### src/rtl/ysyx_24100006_pkg.sv
// Shared constants for the ysyx_24100006 core: datapath width and the boot fetch address.
package ysyx_24100006_pkg;

  localparam int XLEN = 32;

  localparam logic [XLEN-1:0] RESET_PC_DEFAULT = 32'h3000_0000;
  localparam logic [XLEN-1:0] PC_STEP          = 32'd4;
  localparam logic [XLEN-1:0] PC_ALIGN_MASK    = 32'hFFFF_FFFC;

  // Redirect targets may carry junk in bits [1:0]; fetches are always word-aligned.
  function automatic logic [XLEN-1:0] align_pc(input logic [XLEN-1:0] pc);
    return pc & PC_ALIGN_MASK;
  endfunction

endpackage

### src/rtl/ysyx_24100006_ifu.sv
// Instruction fetch unit: one outstanding I$ request, holds the fetched pair until
// the IDU takes it, and squashes any response that a redirect has made stale.
//
//   state  | meaning
//   S_BOOT | one idle cycle after reset, all outputs low
//   S_REQ  | AR request for pc_q presented to the I$
//   S_WAIT | request accepted, waiting for the response beat
//   S_OUT  | instruction/PC pair presented to the IDU
module ysyx_24100006_ifu
  import ysyx_24100006_pkg::*;
#(
  parameter logic [XLEN-1:0] RESET_PC = RESET_PC_DEFAULT
) (
  input  logic            clk,
  input  logic            rst,
  input  logic            redirect_valid_i,
  input  logic [XLEN-1:0] redirect_pc_i,
  output logic            icache_arvalid_o,
  input  logic            icache_arready_i,
  output logic [XLEN-1:0] icache_araddr_o,
  input  logic            icache_rvalid_i,
  output logic            icache_rready_o,
  input  logic [XLEN-1:0] icache_rdata_i,
  output logic            inst_valid_o,
  input  logic            inst_ready_i,
  output logic [XLEN-1:0] inst_o,
  output logic [XLEN-1:0] pc_o
);

  typedef enum logic [1:0] {
    S_BOOT = 2'd0,
    S_REQ  = 2'd1,
    S_WAIT = 2'd2,
    S_OUT  = 2'd3
  } state_e;

  state_e          state_q, state_d;
  logic [XLEN-1:0] pc_q, pc_d;
  logic [XLEN-1:0] inst_q, inst_d;
  logic [XLEN-1:0] pc_out_q, pc_out_d;
  logic            discard_q, discard_d;

  logic [XLEN-1:0] redirect_tgt;
  logic            arvalid, rready, ivalid;

  assign redirect_tgt = align_pc(redirect_pc_i);

  always_comb begin
    state_d   = state_q;
    pc_d      = pc_q;
    inst_d    = inst_q;
    pc_out_d  = pc_out_q;
    discard_d = discard_q;
    arvalid   = 1'b0;
    rready    = 1'b0;
    ivalid    = 1'b0;

    unique case (state_q)
      S_BOOT: begin
        if (redirect_valid_i) pc_d = redirect_tgt;
        state_d = S_REQ;
      end

      S_REQ: begin
        arvalid = 1'b1;
        if (redirect_valid_i) pc_d = redirect_tgt;
        if (icache_arready_i) begin
          // The address just accepted is the pre-redirect PC, so its beat is stale.
          discard_d = redirect_valid_i;
          state_d   = S_WAIT;
        end
      end

      S_WAIT: begin
        rready = 1'b1;
        if (redirect_valid_i) pc_d = redirect_tgt;
        if (icache_rvalid_i) begin
          if (redirect_valid_i || discard_q) begin
            discard_d = 1'b0;
            state_d   = S_REQ;
          end else begin
            inst_d   = icache_rdata_i;
            pc_out_d = pc_q;
            state_d  = S_OUT;
          end
        end else if (redirect_valid_i) begin
          discard_d = 1'b1;
        end
      end

      S_OUT: begin
        ivalid = 1'b1;
        // A redirect drops the held instruction even if the IDU takes it this cycle.
        if (redirect_valid_i) begin
          pc_d    = redirect_tgt;
          state_d = S_REQ;
        end else if (inst_ready_i) begin
          pc_d    = pc_q + PC_STEP;
          state_d = S_REQ;
        end
      end

      default: state_d = S_BOOT;
    endcase
  end

  assign icache_arvalid_o = rst & arvalid;
  assign icache_rready_o  = rst & rready;
  assign inst_valid_o     = rst & ivalid;
  assign icache_araddr_o  = (rst && arvalid) ? pc_q     : '0;
  assign inst_o           = (rst && ivalid)  ? inst_q   : '0;
  assign pc_o             = (rst && ivalid)  ? pc_out_q : '0;

  always_ff @(posedge clk) begin
    if (!rst) begin
      state_q   <= S_BOOT;
      pc_q      <= RESET_PC;
      inst_q    <= '0;
      pc_out_q  <= '0;
      discard_q <= 1'b0;
    end else begin
      state_q   <= state_d;
      pc_q      <= pc_d;
      inst_q    <= inst_d;
      pc_out_q  <= pc_out_d;
      discard_q <= discard_d;
    end
  end

endmodule
### config.mk
export PLATFORM = sky130hd
export DESIGN_NAME = ysyx_24100006_ifu
export DESIGN_NICKNAME = d
export VERILOG_FILES = /design/src/rtl/ysyx_24100006_pkg.sv /design/src/rtl/ysyx_24100006_ifu.sv
export SDC_FILE = /design/constraint.sdc
export NUM_CORES = 1
export LEC_CHECK = 0
export CAP_MARGIN = 30
export CORE_MARGIN = 2
export CORE_UTILIZATION = 50
export CTS_BUF_LIST = sky130_fd_sc_hd__clkbuf_4 sky130_fd_sc_hd__clkbuf_8 sky130_fd_sc_hd__clkbuf_16
export DETAILED_ROUTE_END_ITERATION = 6
export PLACE_DENSITY = 0.86
export REMOVE_ABC_BUFFERS = 1
export SLEW_MARGIN = 15
export SYNTH_ARGS = -nofsm -noshare
export SYNTH_HDL_FRONTEND = slang
export SYNTH_SLANG_ARGS = --single-unit
### constraint.sdc
create_clock -name clk -period 2.8 [get_ports clk]
set_input_delay 0.28 -clock clk [delete_from_list [all_inputs] [get_ports clk]]
set_output_delay 0.28 -clock clk [all_outputs]
set_load 0.01 [all_outputs]
==> results.tsv, run 1 <==
metric	value	unit
slew_viol_final	0	
intPower	0.00203	W
finalWeightedCongestion	0.886	
ys_ff_latch	95	
die_area	10800	um2
hpwl	9970	um
synth_top_cell_by_area	dfxtp_1	
crit_path_top_delay_cell	clkdlybuf4s50_1	
swShare	0.271	
r2r_setup_slack	0.54	ns
fin_util	0.702	
final_cell_area	6830	um2
vias	5324	
post-place-cells	922	
synth_top_area_frac	0.380	
cts_buffers	9	
critPathMaxStageDelay	0.52	ns
drc	0	
synth_edf_count	0	
synthTopCellsByArea	dfxtp_1, and3_1, nand2_1, a21oi_1, clkbuf_1	
max_freq	0.402	GHz
cts-root-buf	clkbuf_8	
pwr-share-clk	0.337	
drv_cap	0	
post_cts_buffers	0	
netlist-cell-type-count	60	
htreeDepth	3	
drt_iter0_drc	327	
antenna_found_initial	0	
synthCells	678	
end_kind	output pin	
grt_use_total	0.268	
p_comb_frac	0.141	
grt_max_degree	117	
worstPathMaxFanout	21	
outcome	finished clean	
syn2layout_area_growth	36.3	%
fp-row-count	36	
mostFrequentLayoutCell	clkdlybuf4s50_1	
r2r_cells	7	
cp.depth	4	
layout_setup_ws	0.310	ns
hold_ws	0.429	ns
initial_core_util	0.515	
synthesis.area	5010	um2
wire_per_inst	15.8	um
portBuffers	162	
finalNonFillerCells	938	
grt.overflow.total	0	
synth_flop_cell	dfxtp_1	
cp_data_required_time	2.52	ns
placed_area	6620	um2
via_per_inst	5.68	
crit_arrival	2.21	ns
core	9730	um2
finalHoldViolCount	0	
slew_headroom	0.444	
clk_path_buf_depth	2	
place_ws	0.452	ns
startpoint_type	flop	
clk_latency	0.36	ns
insertedDiodeCount	0	
power_per_cell_area	408	nW/um2
drt_wl_total	14800	um
yosysSeqAreaShare	0.380	
cts_sinks	95	
worstHoldPathCells	3	
cts_tree	built	
io-pin-count	169	
reg2reg_to	pc_q[30]	
setup_viol	0	
tightest_slew	0.834	ns
crit_buf_inv	2	
min_to	pc_q[30]	
seqPwrFrac	0.522	
fp.dieH	104	um
hold_start	rst	
worstHoldPathType	in2reg	
p_leak	2.70	nW
grt_pass1_wl	24200	um
ant_nets	0	
ir_worst_vdd	0.228	mV
p_switching	0.000755	W
clk_pin_slew	0.10	ns
finalCriticalPeriod	2.49	ns
firstDrtPassIters	5	
layout_common_cells	clkdlybuf4s50_1, nand2_1, and3_1	
timing.final.crit_share	0.889	
path_cells	ha_2 > buf_4 > and3_2 > clkdlybuf4s50_1	
async_flop_share	0	
nNetsFinal	875	
fin_worst_skew	0.0117	ns
timing.rr.start	state_q[0]	
grt_pass1_vias	4943	
yosysWarnings	0	
avgSynthCellArea	7.39	um2
die_x	104	um
drive_above_1_share	0.0646	
timing_worst_setup_path_type	reg2out	
critPathTopFamily	buffers and inverters	
rsz0062_at_grt	no	
sequential cells by signal, summed over array words and instances (netlist names):
name and count:
state_q 2, discard_q 1, pc_out_q 30, inst_q 32, pc_q 30
metal layers:
metal | share of wire | wire length (um) | global-route usage | vias to the layer above
met5 | 0 | 0 | 0 | -
met4 | 0.015 | 225 | 0.0859 | 0
met3 | 0.062 | 913 | 0.0508 | 19
met2 | 0.48 | 7150 | 0.455 | 220
li1 | - | - | - | 2612
met1 | 0.44 | 6490 | 0.342 | 2473
cell families (layout without fill, tap and decap cells):
logic type / count (synthesis) / count (layout) / synth area share
other cells: 1 / 4 / 0.000749
buf+inv: 74 / 198 / 0.0704
mux: 2 / 2 / 0.00400
simple gates: 346 / 346 / 0.351
compound gates: 155 / 155 / 0.181
flops: 95 / 95 / 0.380
fa+ha+maj: 5 / 5 / 0.0125
final cells by class:
cell class,instances,area [um2]
Fill cell,803,2900
Multi-Input combinational cell,512,2780
Sequential cell,95,1900
Timing Repair Buffer,177,1750
Tap cell,133,166
Clock buffer,10,138
Clock inverter,6,67.6
Inverter,5,18.8
per-stage QoR:
stage	TNS [ns]	power (W)
2_1_floorplan	-3.95	0.00164
3_3_place_gp	0	0.00186
3_5_place_dp	0	0.00187
4_1_cts	0	0.00280
5_1_grt	0	0.00290
6_report	0	0.00279
what timing repair did:
action                                  4_1_cts  5_1_grt
endpoints found under the setup margin        0       11
hold buffers                                  0        0
resized for setup                             0        1
power groups by stage:
stage / Sequential, W / Clock, W / Combinational [W]
2_1_floorplan: 0.00147 / 0 / 0.000171
3_3_place_gp: 0.00148 / 0 / 0.000380
3_5_place_dp: 0.00148 / 0 / 0.000389
4_1_cts: 0.00145 / 0.000958 / 0.000391
5_1_grt: 0.00146 / 0.00100 / 0.000431
6_report: 0.00145 / 0.000939 / 0.000393
cells in the mapped netlist, types with 2 or more instances:
cell type	number
nand2_1	148
and3_1	97
dfxtp_1	95
a21oi_1	83
clkbuf_1	54
nor2_1	26
o21ai_0	25
nand3_1	21
nor3_1	14
a211oi_1	9
a31oi_1	7
o22ai_1	6
buf_4	5
clkbuf_8	5
ha_1	5
a311oi_1	4
buf_2	4
inv_1	4
nand4_1	4
and2_0	3
and2_1	3
nor4_1	3
or3_1	3
a2111oi_0	2
a22oi_1	2
a2bb2oi_1	2
and2_2	2
and3_2	2
and4_1	2
mux2i_1	2
nand3b_1	2
nor2b_1	2
nor3_4	2
o211ai_1	2
o31a_1	2
or4_1	2
worst max path at each step:
| stage | start | slack [ns] | to |
|---|---|---|---|
| floorplan | state_q[0] | -0.66 | pc_q[30] |
| global placement | state_q[0] | 0.52 | icache_araddr_o[9] |
| detailed placement | state_q[0] | 0.45 | icache_araddr_o[9] |
| CTS | state_q[0] | 0.04 | icache_araddr_o[9] |
| global route | state_q[0] | 0.19 | icache_araddr_o[3] |
| finish | state_q[0] | 0.31 | icache_araddr_o[9] |
worst reg2reg max path: cells and delay by family, from the launching register on:
family / cells / cell delay, ns
flip-flops: 1 / 0.43
AO/OA/AOI/OAI: 2 / 0.66
AND/OR/NAND/NOR: 2 / 0.34
buffers and inverters: 2 / 0.48
adder cells (fa/ha/maj): 1 / 0.25
Note: power is estimated with default switching activity, not from simulation.
==> inputs of run 2 (changes only) <==
--- a/config.mk
+++ b/config.mk
@@ -7,12 +7,13 @@
 export LEC_CHECK = 0
 export CAP_MARGIN = 30
 export CORE_MARGIN = 2
-export CORE_UTILIZATION = 50
+export CORE_UTILIZATION = 46
 export CTS_BUF_LIST = sky130_fd_sc_hd__clkbuf_4 sky130_fd_sc_hd__clkbuf_8 sky130_fd_sc_hd__clkbuf_16
+export CTS_CLUSTER_SIZE = 28
 export DETAILED_ROUTE_END_ITERATION = 6
-export PLACE_DENSITY = 0.86
+export PLACE_DENSITY = 0.8
 export REMOVE_ABC_BUFFERS = 1
-export SLEW_MARGIN = 15
+export SLEW_MARGIN = 30
 export SYNTH_ARGS = -nofsm -noshare
 export SYNTH_HDL_FRONTEND = slang
 export SYNTH_SLANG_ARGS = --single-unit
==> constraint.sdc (replaced) <==
create_clock -name clk -period 2.6 [get_ports clk]
set_input_delay 0.26 -clock clk [delete_from_list [all_inputs] [get_ports clk]]
set_output_delay 0.26 -clock clk [all_outputs]
set_load 0.01 [all_outputs]
==> run 2 against run 1 <==
Net effect: hold slack worse by 0.098 ns; first-iteration DRC count grew 20%; setup slack worse by 0.11 ns; sequential share of layout area shrank 0.33 points; count of clock-buffer cells in the layout increased by 1; global-route usage is 1.9 points lower; design area grew 1.2%.
==> results.tsv, run 2 (same netlist as run 1, synthesis figures left out) <==
metric	value	unit
worstPathMaxFanout	37	
cts_buffers	9	
max_freq	0.417	GHz
layout_setup_ws	0.201	ns
grt_max_degree	78	
post_cts_buffers	0	
grt.overflow.total	0	
via_per_inst	5.64	
critPathTopFamily	buffers and inverters	
wire_per_inst	15.8	um
cts-resized-gates	0	
fp-row-count	38	
die_x	108	um
syn2layout_area_growth	37.9	%
drv_cap	0	
nNetsFinal	880	
hold_ws	0.332	ns
layout_common_cells	clkdlybuf4s50_1, nand2_1, and3_1	
min_to	pc_q[30]	
tightest_slew	0.833	ns
mostFrequentLayoutCell	clkdlybuf4s50_1	
drive_above_1_share	0.0691	
ant_nets	0	
io-pin-count	169	
drt_wl_total	15000	um
finalWeightedCongestion	0.897	
reg2reg_to	pc_q[20]	
insertedDiodeCount	0	
r2r_setup_slack	0.45	ns
timing.rr.start	pc_q[2]	
slew_viol_final	0	
p_leak	2.74	nW
portBuffers	162	
path_cells	ha_2 > buf_4 > and3_1 > clkdlybuf4s50_1	
die_area	11700	um2
crit_arrival	2.14	ns
end_kind	output pin	
hold_buffers	0	
largest_reg_flops	32	
cts-root-buf	clkbuf_8	
timing.final.crit_share	0.923	
finalCriticalPeriod	2.40	ns
critPathMaxStageDelay	0.56	ns
outcome	finished clean	
antenna_found_initial	0	
htreeDepth	3	
fp.dieH	108	um
fin_worst_skew	0.00876	ns
grt_pass1_vias	4957	
worstHoldPathType	in2reg	
top_regs	inst_q: 32 flops, pc_out_q: 30 flops, pc_q: 30 flops	
firstDrtPassIters	7	
ir_worst_vdd	0.229	mV
clk_path_buf_depth	2	
grt_use_total	0.249	
cts_sinks	95	
timing_worst_setup_path_type	reg2out	
place_ws	0.424	ns
hpwl	10200	um
cp_data_required_time	2.34	ns
crit_path_top_delay_cell	clkdlybuf4s50_1	
top_register	inst_q	
crit_buf_inv	2	
grt_pass1_wl	23500	um
startpoint_type	flop	
setup_viol	0	
drc	0	
finalHoldViolCount	0	
multiInputGateArea	2780	um2
worstHoldPathCells	2	
fill_cells	933	
drt_iter0_drc	391	
slew_headroom	0.445	
fin_util	0.643	
clk_pin_slew	0.10	ns
power_per_cell_area	449	nW/um2
cts_tree	built	
vias	5354	
clk_latency	0.36	ns
seq_area	1900	um2
rsz0062_at_grt	no	
initial_core_util	0.466	
hold_start	rst	
r2r_cells	6	
core	10700	um2
-- run 2: cell types whose count changed in the layout (fill, tap and decap cells not counted) --
cell	before	now
inv_6	2	0
buf_4	13	17
bufinv_16	1	2
clkbuf_8	10	11
buf_12	2	3
ha_1	3	4
ha_2	2	1
-- run 2: how the worst max path moves through the flow --
stage / end / depth (start not counted) / slack (ns) / from
3_3_place_gp: pc_q[20] / 6 / 0.51 / inst_ready_i
4_1_cts: pc_o[22] / 4 / 0.20 / state_q[1]
2_1_floorplan: pc_q[30] / 6 / -0.86 / state_q[0]
5_1_grt: pc_o[22] / 4 / 0.06 / state_q[1]
6_report: pc_o[22] / 4 / 0.20 / state_q[1]
3_5_place_dp: pc_q[20] / 6 / 0.42 / inst_ready_i
-- run 2: per-layer routing --
layer	wire length, um	global-route usage	vias up
met5	0	0	-
met4	257	0.0998	0
met3	1160	0.0518	24
met2	7120	0.404	252
met1	6480	0.322	2457
li1	-	-	2621
-- run 2: stage by stage --
stage               std cells  instance area, um2  setup TNS, ns  total power [W]
floorplan                 612                4690          -9.28          0.00176
global placement          934                6680              0          0.00201
detailed placement        934                6680              0          0.00203
CTS                       950                6910              0          0.00311
global route              950                6910              0          0.00323
finish                    950                6910              0          0.00310
-- run 2: worst register-to-register path: stages, from the launching register on --
cell	delay, ns
dfxtp_1	0.45
ha_1	0.25
nand3_1	0.22
nor3_4	0.44
and4_1	0.27
nor3_1	0.05
a2111oi_0	0.38
-- run 2: where the power goes --
group / leakage, nW / internal (W) / total [W] / switching, W
logic: 1.86 / 0.000219 / 0.000436 / 0.000217
registers: 0.773 / 0.00150 / 0.00157 / 0.0000662
clock network: 0.112 / 0.000593 / 0.00110 / 0.000510
total: 2.74 / 0.00231 / 0.00310 / 0.000794
-- run 2: cell type report --
class                           instances  share of cell area
Multi-Input combinational cell        512               0.402
Sequential cell                        95               0.275
Timing Repair Buffer                  182               0.261
Tap cell                              140              0.0253
Clock buffer                           11              0.0219
Clock inverter                          5              0.0116
Inverter                                5             0.00272
==> inputs of run 3 (changes only) <==
--- a/config.mk
+++ b/config.mk
@@ -9,6 +9,7 @@
 export CORE_MARGIN = 2
 export CORE_UTILIZATION = 46
 export CTS_BUF_LIST = sky130_fd_sc_hd__clkbuf_4 sky130_fd_sc_hd__clkbuf_8 sky130_fd_sc_hd__clkbuf_16
+export CTS_CLUSTER_DIAMETER = 100
 export CTS_CLUSTER_SIZE = 28
 export DETAILED_ROUTE_END_ITERATION = 6
 export PLACE_DENSITY = 0.8
==> results of run 3 <==
No change in the layout: final DEF, timing and power equal those of run 2.
